==> src/rtl/edge_det_pkg.sv <==
// Shared types and helpers for the multi-channel edge detector.
package edge_det_pkg;

  // Per-channel edge selection, encoded exactly as it appears on mode_i.
  typedef enum logic [1:0] {
    EDGE_OFF  = 2'b00,
    EDGE_RISE = 2'b01,
    EDGE_FALL = 2'b10,
    EDGE_BOTH = 2'b11
  } edge_mode_e;

  // Width of the debounce counter. It must hold 0..DEB_CYCLES-1 and is never
  // narrower than one bit, so DEB_CYCLES of 1 or 2 both give a 1-bit counter.
  function automatic int calc_dcnt_w(input int deb_cycles);
    if (deb_cycles <= 2) begin
      return 1;
    end
    return $clog2(deb_cycles);
  endfunction

endpackage : edge_det_pkg

==> src/rtl/edge_det_ch.sv <==
// One edge-detector channel: synchroniser, debounce filter, edge detect,
// sticky flag and saturating event counter.
module edge_det_ch
  import edge_det_pkg::*;
#(
  parameter int SYNC_STAGES = 2,
  parameter int DEB_CYCLES  = 4,
  parameter int CNT_W       = 8
) (
  input  logic             clk,
  input  logic             rst_n,
  input  logic             sig_i,
  input  logic [1:0]       mode_i,
  input  logic             clr_i,
  output logic             level_o,
  output logic             pulse_o,
  output logic             sticky_o,
  output logic [CNT_W-1:0] cnt_o
);

  localparam int                DCNT_W   = calc_dcnt_w(DEB_CYCLES);
  localparam logic [DCNT_W-1:0] DCNT_MAX = DCNT_W'(DEB_CYCLES - 1);
  localparam logic [CNT_W-1:0]  CNT_MAX  = '1;

  logic [SYNC_STAGES-1:0] sync_q, sync_d;
  logic [DCNT_W-1:0]      dcnt_q, dcnt_d;
  logic                   filt_q, filt_d;
  logic                   filt_prev_q;
  logic                   pulse_q, pulse_d;
  logic                   sticky_q, sticky_d;
  logic [CNT_W-1:0]       cnt_q, cnt_d;

  logic       sync_s;
  logic       rise;
  logic       fall;
  logic       det;
  edge_mode_e mode;

  // mode_i is deliberately unregistered: a new mode acts on the very next edge.
  assign mode   = edge_mode_e'(mode_i);
  assign sync_s = sync_q[SYNC_STAGES-1];
  assign rise   = filt_q & ~filt_prev_q;
  assign fall   = ~filt_q & filt_prev_q;

  // Next-state logic: shift the synchroniser, run the debounce counter,
  // qualify edges by mode and update the sticky flag and event counter.
  always_comb begin
    // NOTE: every combinational output gets a default first so no path can
    // leave it unassigned and infer a latch.
    sync_d   = SYNC_STAGES'({sync_q, sig_i});
    dcnt_d   = dcnt_q;
    filt_d   = filt_q;
    det      = 1'b0;
    sticky_d = sticky_q;
    cnt_d    = cnt_q;

    // Debounce: filt only follows s after DEB_CYCLES consecutive mismatches;
    // any agreement in between restarts the count.
    if (sync_s == filt_q) begin
      dcnt_d = '0;
    end else if (dcnt_q == DCNT_MAX) begin
      filt_d = sync_s;
      dcnt_d = '0;
    end else begin
      dcnt_d = dcnt_q + DCNT_W'(1);
    end

    case (mode)
      EDGE_RISE: det = rise;
      EDGE_FALL: det = fall;
      EDGE_BOTH: det = rise | fall;
      default:   det = 1'b0;
    endcase
    pulse_d = det;

    // A detected edge wins over a clear; when both coincide the event that
    // arrived with the clear is still counted.
    if (det) begin
      sticky_d = 1'b1;
      if (clr_i) begin
        cnt_d = CNT_W'(1);
      end else if (cnt_q != CNT_MAX) begin
        cnt_d = cnt_q + CNT_W'(1);
      end
    end else if (clr_i) begin
      sticky_d = 1'b0;
      cnt_d    = '0;
    end
  end

  // State registers; reset clears everything, including mid-debounce progress.
  always_ff @(posedge clk or negedge rst_n) begin
    // NOTE: sequential state uses non-blocking assignments so every register
    // samples pre-edge values regardless of statement order.
    if (!rst_n) begin
      sync_q      <= '0;
      dcnt_q      <= '0;
      filt_q      <= 1'b0;
      filt_prev_q <= 1'b0;
      pulse_q     <= 1'b0;
      sticky_q    <= 1'b0;
      cnt_q       <= '0;
    end else begin
      sync_q      <= sync_d;
      dcnt_q      <= dcnt_d;
      filt_q      <= filt_d;
      filt_prev_q <= filt_q;
      pulse_q     <= pulse_d;
      sticky_q    <= sticky_d;
      cnt_q       <= cnt_d;
    end
  end

  assign level_o  = filt_q;
  assign pulse_o  = pulse_q;
  assign sticky_o = sticky_q;
  assign cnt_o    = cnt_q;

endmodule : edge_det_ch

==> src/rtl/multi_edge_det.sv <==
// Multi-channel synchronising, debouncing edge detector. Each channel is an
// independent edge_det_ch; this level only slices the packed buses.
module multi_edge_det
  import edge_det_pkg::*;
#(
  parameter int NUM_CH      = 4,
  parameter int SYNC_STAGES = 2,
  parameter int DEB_CYCLES  = 4,
  parameter int CNT_W       = 8
) (
  input  logic                    clk,
  input  logic                    rst_n,
  input  logic [NUM_CH-1:0]       sig_in,
  input  logic [2*NUM_CH-1:0]     mode_i,
  input  logic [NUM_CH-1:0]       clr_i,
  output logic [NUM_CH-1:0]       level_o,
  output logic [NUM_CH-1:0]       pulse_o,
  output logic [NUM_CH-1:0]       sticky_o,
  output logic [NUM_CH*CNT_W-1:0] cnt_o
);

  // One channel per input bit; channel i owns mode bits [2i+:2] and counter
  // bits [i*CNT_W+:CNT_W].
  for (genvar i = 0; i < NUM_CH; i++) begin : g_ch
    edge_det_ch #(
      .SYNC_STAGES (SYNC_STAGES),
      .DEB_CYCLES  (DEB_CYCLES),
      .CNT_W       (CNT_W)
    ) u_ch (
      .clk      (clk),
      .rst_n    (rst_n),
      .sig_i    (sig_in[i]),
      .mode_i   (mode_i[2*i +: 2]),
      .clr_i    (clr_i[i]),
      .level_o  (level_o[i]),
      .pulse_o  (pulse_o[i]),
      .sticky_o (sticky_o[i]),
      .cnt_o    (cnt_o[i*CNT_W +: CNT_W])
    );
  end : g_ch

endmodule : multi_edge_det

==> config.mk <==
export PLATFORM = sky130hd
export DESIGN_NAME = multi_edge_det
export DESIGN_NICKNAME = d
export VERILOG_FILES = /design/src/rtl/edge_det_pkg.sv /design/src/rtl/edge_det_ch.sv /design/src/rtl/multi_edge_det.sv
export SDC_FILE = /design/constraint.sdc
export NUM_CORES = 1
export LEC_CHECK = 0
export CORE_MARGIN = 1
export CORE_UTILIZATION = 56
export DETAILED_ROUTE_END_ITERATION = 10
export GPL_TIMING_DRIVEN = 0
export PLACE_DENSITY = 0.85
export SLEW_MARGIN = 15
export SYNTH_ARGS = -nofsm -noshare
export SYNTH_HDL_FRONTEND = slang
export SYNTH_HIERARCHICAL = 1
export SYNTH_SLANG_ARGS = --single-unit
==> constraint.sdc <==
create_clock -name clk -period 3.55 [get_ports clk]
set_clock_uncertainty 0.2 [all_clocks]
set_input_delay 0.5325 -clock clk [delete_from_list [all_inputs] [get_ports clk]]
set_output_delay 0.5325 -clock clk [all_outputs]
set_load 0.01 [all_outputs]
==> impl_metrics.yaml <==
die:
  die_width_microns: 78.34
  die_h_microns: 78.34
  fp.coreArea_sq_um: 5574
  rows: 27
  dieArea_sq_um: 6136
  start_util_pct: 58.54
  ios: 62
routing:
  drc: 0
  num_vias: 2662
  firstDrtPassIters: 4
  wl_microns: 6648
  post_drt_wl_per_cell_microns: 14.27
  drt_iter0_drc: 106
  postRouteAntennaNets: 0
  viasPerCell: 5.712
cts:
  cts_root_buf: "clkbuf_8"
  cts_tree: "done"
  cts_buffers: 9
  clk_pin_slew_ns: 0.08
  clkSinkCount: 64
  cts_buffer_depth: 2
  h-tree-depth: 3
  clock_latency_ns: 0.34
setup_path:
  worstPathArrival_ns: 2.39
  crit_path_cell_trace: "inv_1, ha_1, and2b_1, o21ai_1, and2_1, buf_6, nor4_4, mux2_1"
  start_kind: "register"
  worstPathRequired_ns: 3.57
  path_max_fanout: 9
  path_class: "reg2reg"
  crit_family: "simple AND/OR/NAND/NOR gates"
  path_buf_inv: 2
  slowest_stage: "dfrtp_1"
  slowest_delay_ns: 0.45
  end_kind: "register"
global_routing:
  antenna_found_initial: 0
  grt_pass1_vias: 2488
  grt_pass1_wl_microns: 11150
  grt_overflow: 0
  grt_start_max_net_pins: 36
  grt_usage_pct: 23.56
timing:
  min_period_over_period_pct: 66.86
  final_hold_viol_count: 0
  finalMaxSlewViolations: 0
  tightest_slew_ns: 0.4407
  clock.fmax_mhz: 421.3
  setup_viol: 0
  slew_headroom_pct: 70.62
  fin_tns_setup_ns: 0
  rsz0062_at_grt: "no"
  finalCriticalPeriod_ns: 2.374
  fin_ws_ns: 1.176
final_layout:
  layout.nets: 423
  diodes: 0
  drive_above_1_share_pct: 8.376
  area_delta_synth_final_pct: 27.88
  postLayoutCellArea_sq_um: 4173
  n_fill_cell: 427
synth:
  syn-num-nets: 349
  synthDominantAreaCellType: "dfrtp_1"
  synthFlopType: "dfrtp_1"
  synthTopCellsByArea: "dfrtp_1 (49%), ha_1 (6.1%), inv_1 (2.5%)"
  synth_common_cells: "dfrtp_1 (64), inv_1 (22), nand2_1 (19)"
  syn_area_per_cell_sq_um: 10.36
  ys_seq_area_share_pct: 49.08
  synth_top_cell_area_share_pct: 49.08
  synth_most_common_cell: "dfrtp_1"
  synth-edff-count: 0
  ys_ff_latch: 64
  postSynthCellCount: 315
  synth_area_sq_um: 3263
  synthDistinctLibCells: 47
  yosysWarningCount: 6
  synthArstFlopShare_pct: 100.0
run_status:
  status: "finished clean"
power:
  p_leak_nw: 1.791
  ir_worst_vdd_mv: 0.4128
  p_per_area_nw_per_um2: 553.0
placement:
  dp_slack_ns: 1.019
  gp_congestion: 0.8646
  place_hpwl_microns: 4677
  postPlaceCellArea_sq_um: 3981
  portBuffers: 61
run:
  max-cap-violations: 0
hold_path:
  min_path_type: "reg2reg"
layer usage:
layer,up-vias,routed length [microns],track usage (%)
met5,-,0,0
met4,0,52,6.667
met3,4,316,7.791
met2,67,3306,39.21
met1,1290,2972,29.29
li1,1301,-,-
path summary, 6_finish.rpt:
kind	startpoint	to	cells past startpoint	slack, ns
max	g_ch[2].u_ch/level_o	g_ch[2].u_ch/cnt_o[5]	8	1.18
min	g_ch[0].u_ch/sync_q[0]	g_ch[0].u_ch/sync_q[1]	0	0.15
max reg2reg	g_ch[2].u_ch/level_o	g_ch[2].u_ch/cnt_o[5]	8	1.18
min reg2reg	g_ch[0].u_ch/sync_q[0]	g_ch[0].u_ch/sync_q[1]	0	0.15
max in group asynchronous	rst_n	g_ch[2].u_ch/cnt_o[2]	3	2.15
min in group asynchronous	rst_n	g_ch[1].u_ch/cnt_o[0]	2	0.48
layout by cell type, fill, tap and decap left out, types with 4 or more instances in the layout:
| master | instances |
|---|---|
| nor2b_1 | 8 |
| nor2_1 | 15 |
| nor3b_1 | 9 |
| clkdlybuf4s50_1 | 60 |
| a211oi_1 | 5 |
| and2_1 | 7 |
| o21ai_0 | 14 |
| nor3_1 | 14 |
| inv_1 | 22 |
| clkinvlp_4 | 4 |
| nor4_1 | 5 |
| nand3b_1 | 4 |
| nand2b_1 | 7 |
| xnor2_1 | 4 |
| ha_1 | 16 |
| o21ai_1 | 4 |
| and3_1 | 13 |
| inv_2 | 4 |
| nand2_1 | 19 |
| nand3_1 | 8 |
| nand4_1 | 6 |
| clkbuf_8 | 10 |
| a21oi_1 | 8 |
| a311oi_1 | 4 |
| a31oi_1 | 4 |
| dfrtp_1 | 64 |
cell families (layout without fill, tap and decap cells):
kind of cell               Yosys count  after routing  share of synthesized area, %
AOI/OAI and AO/OA                   60             60                         13.27
xor gates and xnor gates             4              4                         1.074
adders and majority gates           16             16                         6.135
buffers and inverters               31            110                         4.256
DFF                                 64             64                         49.08
muxes                                3              3                        0.9969
and+or+nand+nor                    137            137                         25.19
stage by stage:
| step | power, mW | util (%) | hold slack [ns] | instances |
|---|---|---|---|---|
| 6_report | 2.308 | 74.86 | 0.1540 | 466 |
| 5_1_grt | 2.467 | 74.86 | 0.1641 | 466 |
| 4_1_cts | 2.339 | 74.86 | 0.1556 | 466 |
| 3_5_place_dp | 1.760 | 71.43 | 0.1356 | 449 |
| 3_3_place_gp | 1.713 | 71.11 | 0.1312 | 448 |
| 2_1_floorplan | 1.416 | - | 0.03691 | 315 |
state kept, by name, summed over array words and instances (netlist names):
signal                 count
g_ch.u_ch/sync_q           8
g_ch.u_ch/cnt_o           32
g_ch.u_ch/dcnt_q           8
g_ch.u_ch/sticky_o         4
g_ch.u_ch/filt_prev_q      4
g_ch.u_ch/level_o          4
g_ch.u_ch/pulse_o          4
power breakdown:
part	internal [mW]	switching, mW
Combinational	0.373	0.354
Sequential	0.881	0.133
Clock	0.273	0.293
final cells by class:
cell class / instances / area [sq um] / area share (%)
well taps: 72 / 90.09 / 2.159
plain buffers: 5 / 41.29 / 0.9895
clock buffers: 10 / 137.6 / 3.298
repair buffers: 63 / 638.1 / 15.29
clock inverters: 6 / 43.79 / 1.049
multi-input cells: 220 / 1523 / 36.49
flip-flops and latches: 64 / 1602 / 38.38
inverters: 26 / 97.59 / 2.339
repair_timing:
item / CTS / global route
buffers inserted: 0 / 0
setup endpoints to repair: 0 / 0
gates resized for setup: 0 / 0
endpoints found under the hold margin: 29 / 0
hold buffers: 1 / 0
Power figures use the tool's default switching activity.
==> RTL edit 1: new RTL, config.mk and constraints unchanged <==
`DEB_CYCLES` is set to 4 in 2 places; all go to 5.
--- a/src/rtl/edge_det_ch.sv
+++ b/src/rtl/edge_det_ch.sv
@@ -6,3 +6,3 @@
   parameter int SYNC_STAGES = 2,
-  parameter int DEB_CYCLES  = 4,
+  parameter int DEB_CYCLES  = 5,
   parameter int CNT_W       = 8
--- a/src/rtl/multi_edge_det.sv
+++ b/src/rtl/multi_edge_det.sv
@@ -7,3 +7,3 @@
   parameter int SYNC_STAGES = 2,
-  parameter int DEB_CYCLES  = 4,
+  parameter int DEB_CYCLES  = 5,
   parameter int CNT_W       = 8
Formal check against the unedited RTL: not equivalent (a bounded check fails within 10 cycles, from zero or initial values and one cycle with rst_n low).
==> RTL edit 1 against the unedited design <==
Sequential cell count grew 4; routed wire length is 0.56% lower; count of clock-buffer cells in the layout is 3 higher; total power increased by 12%; cell area increased by 4.9%; area after synthesis rose by 6.3%; worst setup slack improved by 240 ps.
==> RTL edit 1: results (changes against the unedited design) <==
| Metric | Value |
|---|---|
| Critical Path Start | `g_ch[1].u_ch/cnt_o[2] (was g_ch[2].u_ch/level_o)` |
| Commonest cells in the synthesized netlist | `dfrtp_1 (68), nor2_1 (40), inv_1 (24), xnor2_1 (24) (was dfrtp_1 (64), inv_1 (22), nand2_1 (19))` |
| End of the worst register-to-register path | `g_ch[2].u_ch/cnt_o[1] (was g_ch[2].u_ch/cnt_o[5])` |
| Fraction of the mapped netlist area in adder cells | `0.0722 (was 0.0613)` |
| Nets | `424 (was 423)` |
| Non-Filler Instances | `464 (was 466)` |
| Top post-synthesis cells by area | `dfrtp_1 (49%), ha_1 (7.2%), xnor2_1 (6.1%) (was dfrtp_1 (49%), ha_1 (6.1%), inv_1 (2.5%))` |
| HPWL Detailed | `4.65 mm (was 4.68 mm)` |
| CP max stage delay | `580 ps (was 450 ps)` |
| Post-Synth XOR/XNOR Area | `0.0606 (was 0.0107)` |
| DR iter-0 viols | `84 (was 106)` |
| Post-synthesis mux area share | `0.0245 (was 0.00997)` |
| Worst slew margin | `0.807 (was 0.706)` |
| CTS Buf Count | `9 (unchanged)` |
| Slowest cell on crit path | `clkdlybuf4s50_1 (was dfrtp_1)` |
| R2r startpoint | `g_ch[2].u_ch/level_o (unchanged)` |
| CP top delay family | `buffers and inverters (was simple AND/OR/NAND/NOR gates)` |
| Sequential area share after synthesis | `0.491 (about the same)` |
| Maximum vdd drop | `0.428 mV (was 0.413 mV)` |
| Pleak | `1.91 nW (was 1.79 nW)` |
| CP Capture Point | `cnt_o[10] (was g_ch[2].u_ch/cnt_o[5])` |
| Dpl cells | `449 (unchanged)` |
| Synth Net Count | `354 (was 349)` |
| Met1 usage | `0.276 (was 0.293)` |
| First-pass GRT wire length | `11.2 mm (about the same)` |
| Worst Hold Path EP | `g_ch[0].u_ch/sync_q[1] (unchanged)` |
| Post-synthesis cell type count | `25 (was 47)` |
| Status | `finished clean (unchanged)` |
| Mapped Cells | `316 (was 315)` |
| Layout cells sized above 1 | `0.144 (was 0.0838)` |
| Grt met2 use | `0.384 (was 0.392)` |
| Synth Area in Compound Gates | `0.147 (was 0.133)` |
| Routability cong. | `0.902 (was 0.865)` |
| R2r setup slk | `1630 ps (was 1180 ps)` |
| Reg2Reg Depth | `7 (was 8)` |
| Largest net degree at the start of global routing | `60 (was 36)` |
| DR vias | `2581 (was 2662)` |
| Number of global-route vias before repair | `2483 (was 2488)` |
| Routed wire length | `6.61 mm (was 6.65 mm)` |
| Worst-path maximum fanout | `6 (was 9)` |
## RTL edit 1: cell count changes in the layout (fill, tap and decap cells not counted), moves of 10 or more
cell,delta
nor3_1,-10
a21oi_1,+12
nor2_1,+25
xnor2_1,+20
a211oi_2,+12
and3_1,-13
## RTL edit 1: metal layers
layer | up-vias | part of all wire
met3 | 9 | 0.046
met4 | 0 | 0.014
li1 | 1214 | -
met2 | 80 | 0.52
met5 | - | 0
met1 | 1278 | 0.42
## RTL edit 1: layout make-up
class                           count  area (um^2)
Inverter                           24         90.1
Sequential cell                    68         1700
Clock buffer                       13          179
Timing Repair Buffer               59          606
Tap cell                           75         93.8
Buffer                              4         45.0
Clock inverter                      1         30.0
Fill cell                         426         1580
Multi-Input combinational cell    220         1630
## RTL edit 1: metrics by stage
stage / setup TNS [ps] / instance area, um^2 / hold WS (ps) / setup WS [ps]
2_1_floorplan: 0 / 3470 / 36.9 / 1720
3_3_place_gp: -32130 / 4130 / 134 / -476
3_5_place_dp: 0 / 4160 / 136 / 1320
4_1_cts: 0 / 4380 / 151 / 1400
5_1_grt: 0 / 4380 / 161 / 1380
6_report: 0 / 4380 / 150 / 1420
## RTL edit 1: repair_timing
action                                 4_1_cts  5_1_grt
endpoints found under the hold margin        9        0
gates resized for setup                      0        0
hold buffers                                 1        0
## RTL edit 1: kinds of logic (layout without fill, tap and decap cells)
family                   Yosys count  in the layout
AND/OR/NAND/NOR                  104            104
AO/OA/AOI/OAI                     64             64
flip-flops                        68             68
adder cells (fa/ha/maj)           20             20
buffers and inverters             28            101
XOR/XNOR                          24             24
multiplexers                       8              8
## RTL edit 1: where the power goes
group | switching (mW) | leakage, nW | internal, mW
clock | 0.269 | 0.108 | 0.394
sequential | 0.133 | 0.898 | 0.932
combinational | 0.418 | 0.903 | 0.428
total | 0.820 | 1.91 | 1.75
==> RTL edit 2: new RTL, same settings <==
Without the edit above. Register the input `mode_i` before use. The logic sees it one clock later. The other inputs are not delayed to match. Comments in the files are not updated.
--- a/src/rtl/multi_edge_det.sv
+++ b/src/rtl/multi_edge_det.sv
@@ -21,2 +21,8 @@
 
+  logic [2*NUM_CH-1:0] mode_q;
+
+  always_ff @(posedge clk) begin
+      mode_q <= mode_i;
+  end
+
   // One channel per input bit; channel i owns mode bits [2i+:2] and counter
@@ -32,3 +38,3 @@
       .sig_i    (sig_in[i]),
-      .mode_i   (mode_i[2*i +: 2]),
+      .mode_i   (mode_q[2*i +: 2]),
       .clr_i    (clr_i[i]),
Formal check against the unedited RTL: not equivalent (Yosys sat finds a counterexample within 10 cycles, from zero or initial values and one cycle with rst_n low).
==> RTL edit 2 against the unedited design <==
Area after synthesis increased by 4.9%; clock power increased by 29%; die area increased by 4.8%; sequential cell count increased by 8; cell area increased by 5.1%; routed wire length increased by 7.1%; worst setup slack improved by 3.6 ps; utilization decreased by 0.79 points; total power increased by 12%; critical path depth unchanged.
==> RTL edit 2: results (changes against the unedited design) <==
| Metric | Value |
|---|---|
| Status | `finished clean (unchanged)` |
| # fillers | `415 (was 427)` |
| Post-Synth XOR/XNOR Area | `0.0102 (was 0.0107)` |
| Synthesized area per cell | `10.6 um^2 (was 10.4 um^2)` |
| WL per Instance | `14.9 um (was 14.3 um)` |
| HPWL Detailed | `4.84 mm (was 4.68 mm)` |
| Number of global-route vias before repair | `2668 (was 2488)` |
| Synth Net Count | `357 (was 349)` |
| Nets | `431 (was 423)` |
| Met3 usage | `0.0716 (was 0.0779)` |
| DR iter-0 viols | `146 (was 106)` |
| Pleak | `1.90 nW (was 1.79 nW)` |
| Net Switching | `0.798 mW (was 0.781 mW)` |
| Routability cong. | `0.824 (was 0.865)` |
| Grt met2 use | `0.410 (was 0.392)` |
| Post-synthesis mux area share | `0.00950 (was 0.00997)` |
| Synth Area in Compound Gates | `0.126 (was 0.133)` |
| DR vias | `2772 (was 2662)` |
| Sequential area share after synthesis | `0.515 (was 0.491)` |
| Dpl cells | `460 (was 449)` |
| Placed Area | `4150 um^2 (was 3980 um^2)` |
| Worst Max-Slew Pin Slew | `426 ps (was 441 ps)` |
| Largest net degree at the start of global routing | `38 (was 36)` |
| Met1 usage | `0.287 (was 0.293)` |
| Layout cells sized above 1 | `0.0821 (was 0.0838)` |
| Post-synthesis cell type count | `48 (was 47)` |
| Share of flip-flops with an asynchronous set or reset | `0.889 (was 1.00)` |
## RTL edit 2: cell count changes after synthesis, sizes merged
cell   before  now
dfxtp       0    8
## RTL edit 2: worst max-delay path: cells and delay by family (launching register included)
family          cells  cell delay, ps
buf+inv             2             230
simple gates        3             620
flops               1             440
compound gates      1             110
mux                 1             350
fa+ha+maj           1             290
## RTL edit 2: cell families (layout without fill, tap and decap cells)
group	count (synthesis)	count (layout)
mux	3	3
fa+ha+maj	16	16
buf+inv	31	110
compound gates	60	60
simple gates	137	137
flops	72	72
xor+xnor	4	4
## RTL edit 2: through the flow
stage	utilization	setup TNS, ps	total power, mW	worst slack (ps)
2_1_floorplan	-	0	1.52	1330
3_3_place_gp	0.697	-19320	1.81	-306
3_5_place_dp	0.700	0	1.86	1220
4_1_cts	0.741	0	2.61	1170
5_1_grt	0.741	0	2.75	1070
6_report	0.741	0	2.58	1180
## RTL edit 2: layer usage
metal  routed length [um]  share of wire
met1                 3130           0.44
met4                   93          0.013
met3                  321          0.045
met2                 3570           0.50
met5                    0              0
## RTL edit 2: final timing paths
kind	from	endpoint	slack (ps)	cells after the start
min reg2reg	g_ch[2].u_ch/sync_q[0]	g_ch[2].u_ch/sync_q[1]	150	0
max reg2reg	g_ch[2].u_ch/level_o	g_ch[2].u_ch/cnt_o[5]	1180	8
min	g_ch[2].u_ch/sync_q[0]	g_ch[2].u_ch/sync_q[1]	150	0
min in group asynchronous	rst_n	g_ch[2].u_ch/pulse_o	460	2
max in group asynchronous	rst_n	g_ch[1].u_ch/dcnt_q[0]	2170	3
max	g_ch[2].u_ch/level_o	g_ch[2].u_ch/cnt_o[5]	1180	8
## RTL edit 2: power groups by stage
stage | registers [mW] | clock network, mW | logic, mW
after detailed placement | 1.13 | 0 | 0.733
after floorplan | 1.14 | 0 | 0.373
final | 1.11 | 0.731 | 0.738
after CTS | 1.11 | 0.753 | 0.746
after global placement | 1.12 | 0 | 0.698
after global routing | 1.14 | 0.788 | 0.829
## RTL edit 2: area by class of cell
cell class	instances	area [um^2]	area share
flip-flops and latches	72	1760	0.402
multi-input cells	220	1520	0.347
repair buffers	63	638	0.146
clock buffers	11	151	0.0345
inverters	26	97.6	0.0223
well taps	75	93.8	0.0214
clock inverters	5	78.8	0.0180
plain buffers	5	41.3	0.00942
## RTL edit 2: repair_timing
| item | in CTS | in global routing |
|---|---|---|
| hold buffers | 1 | 0 |
| endpoints found under the hold margin | 27 | 0 |
| setup buffers | 0 | 0 |
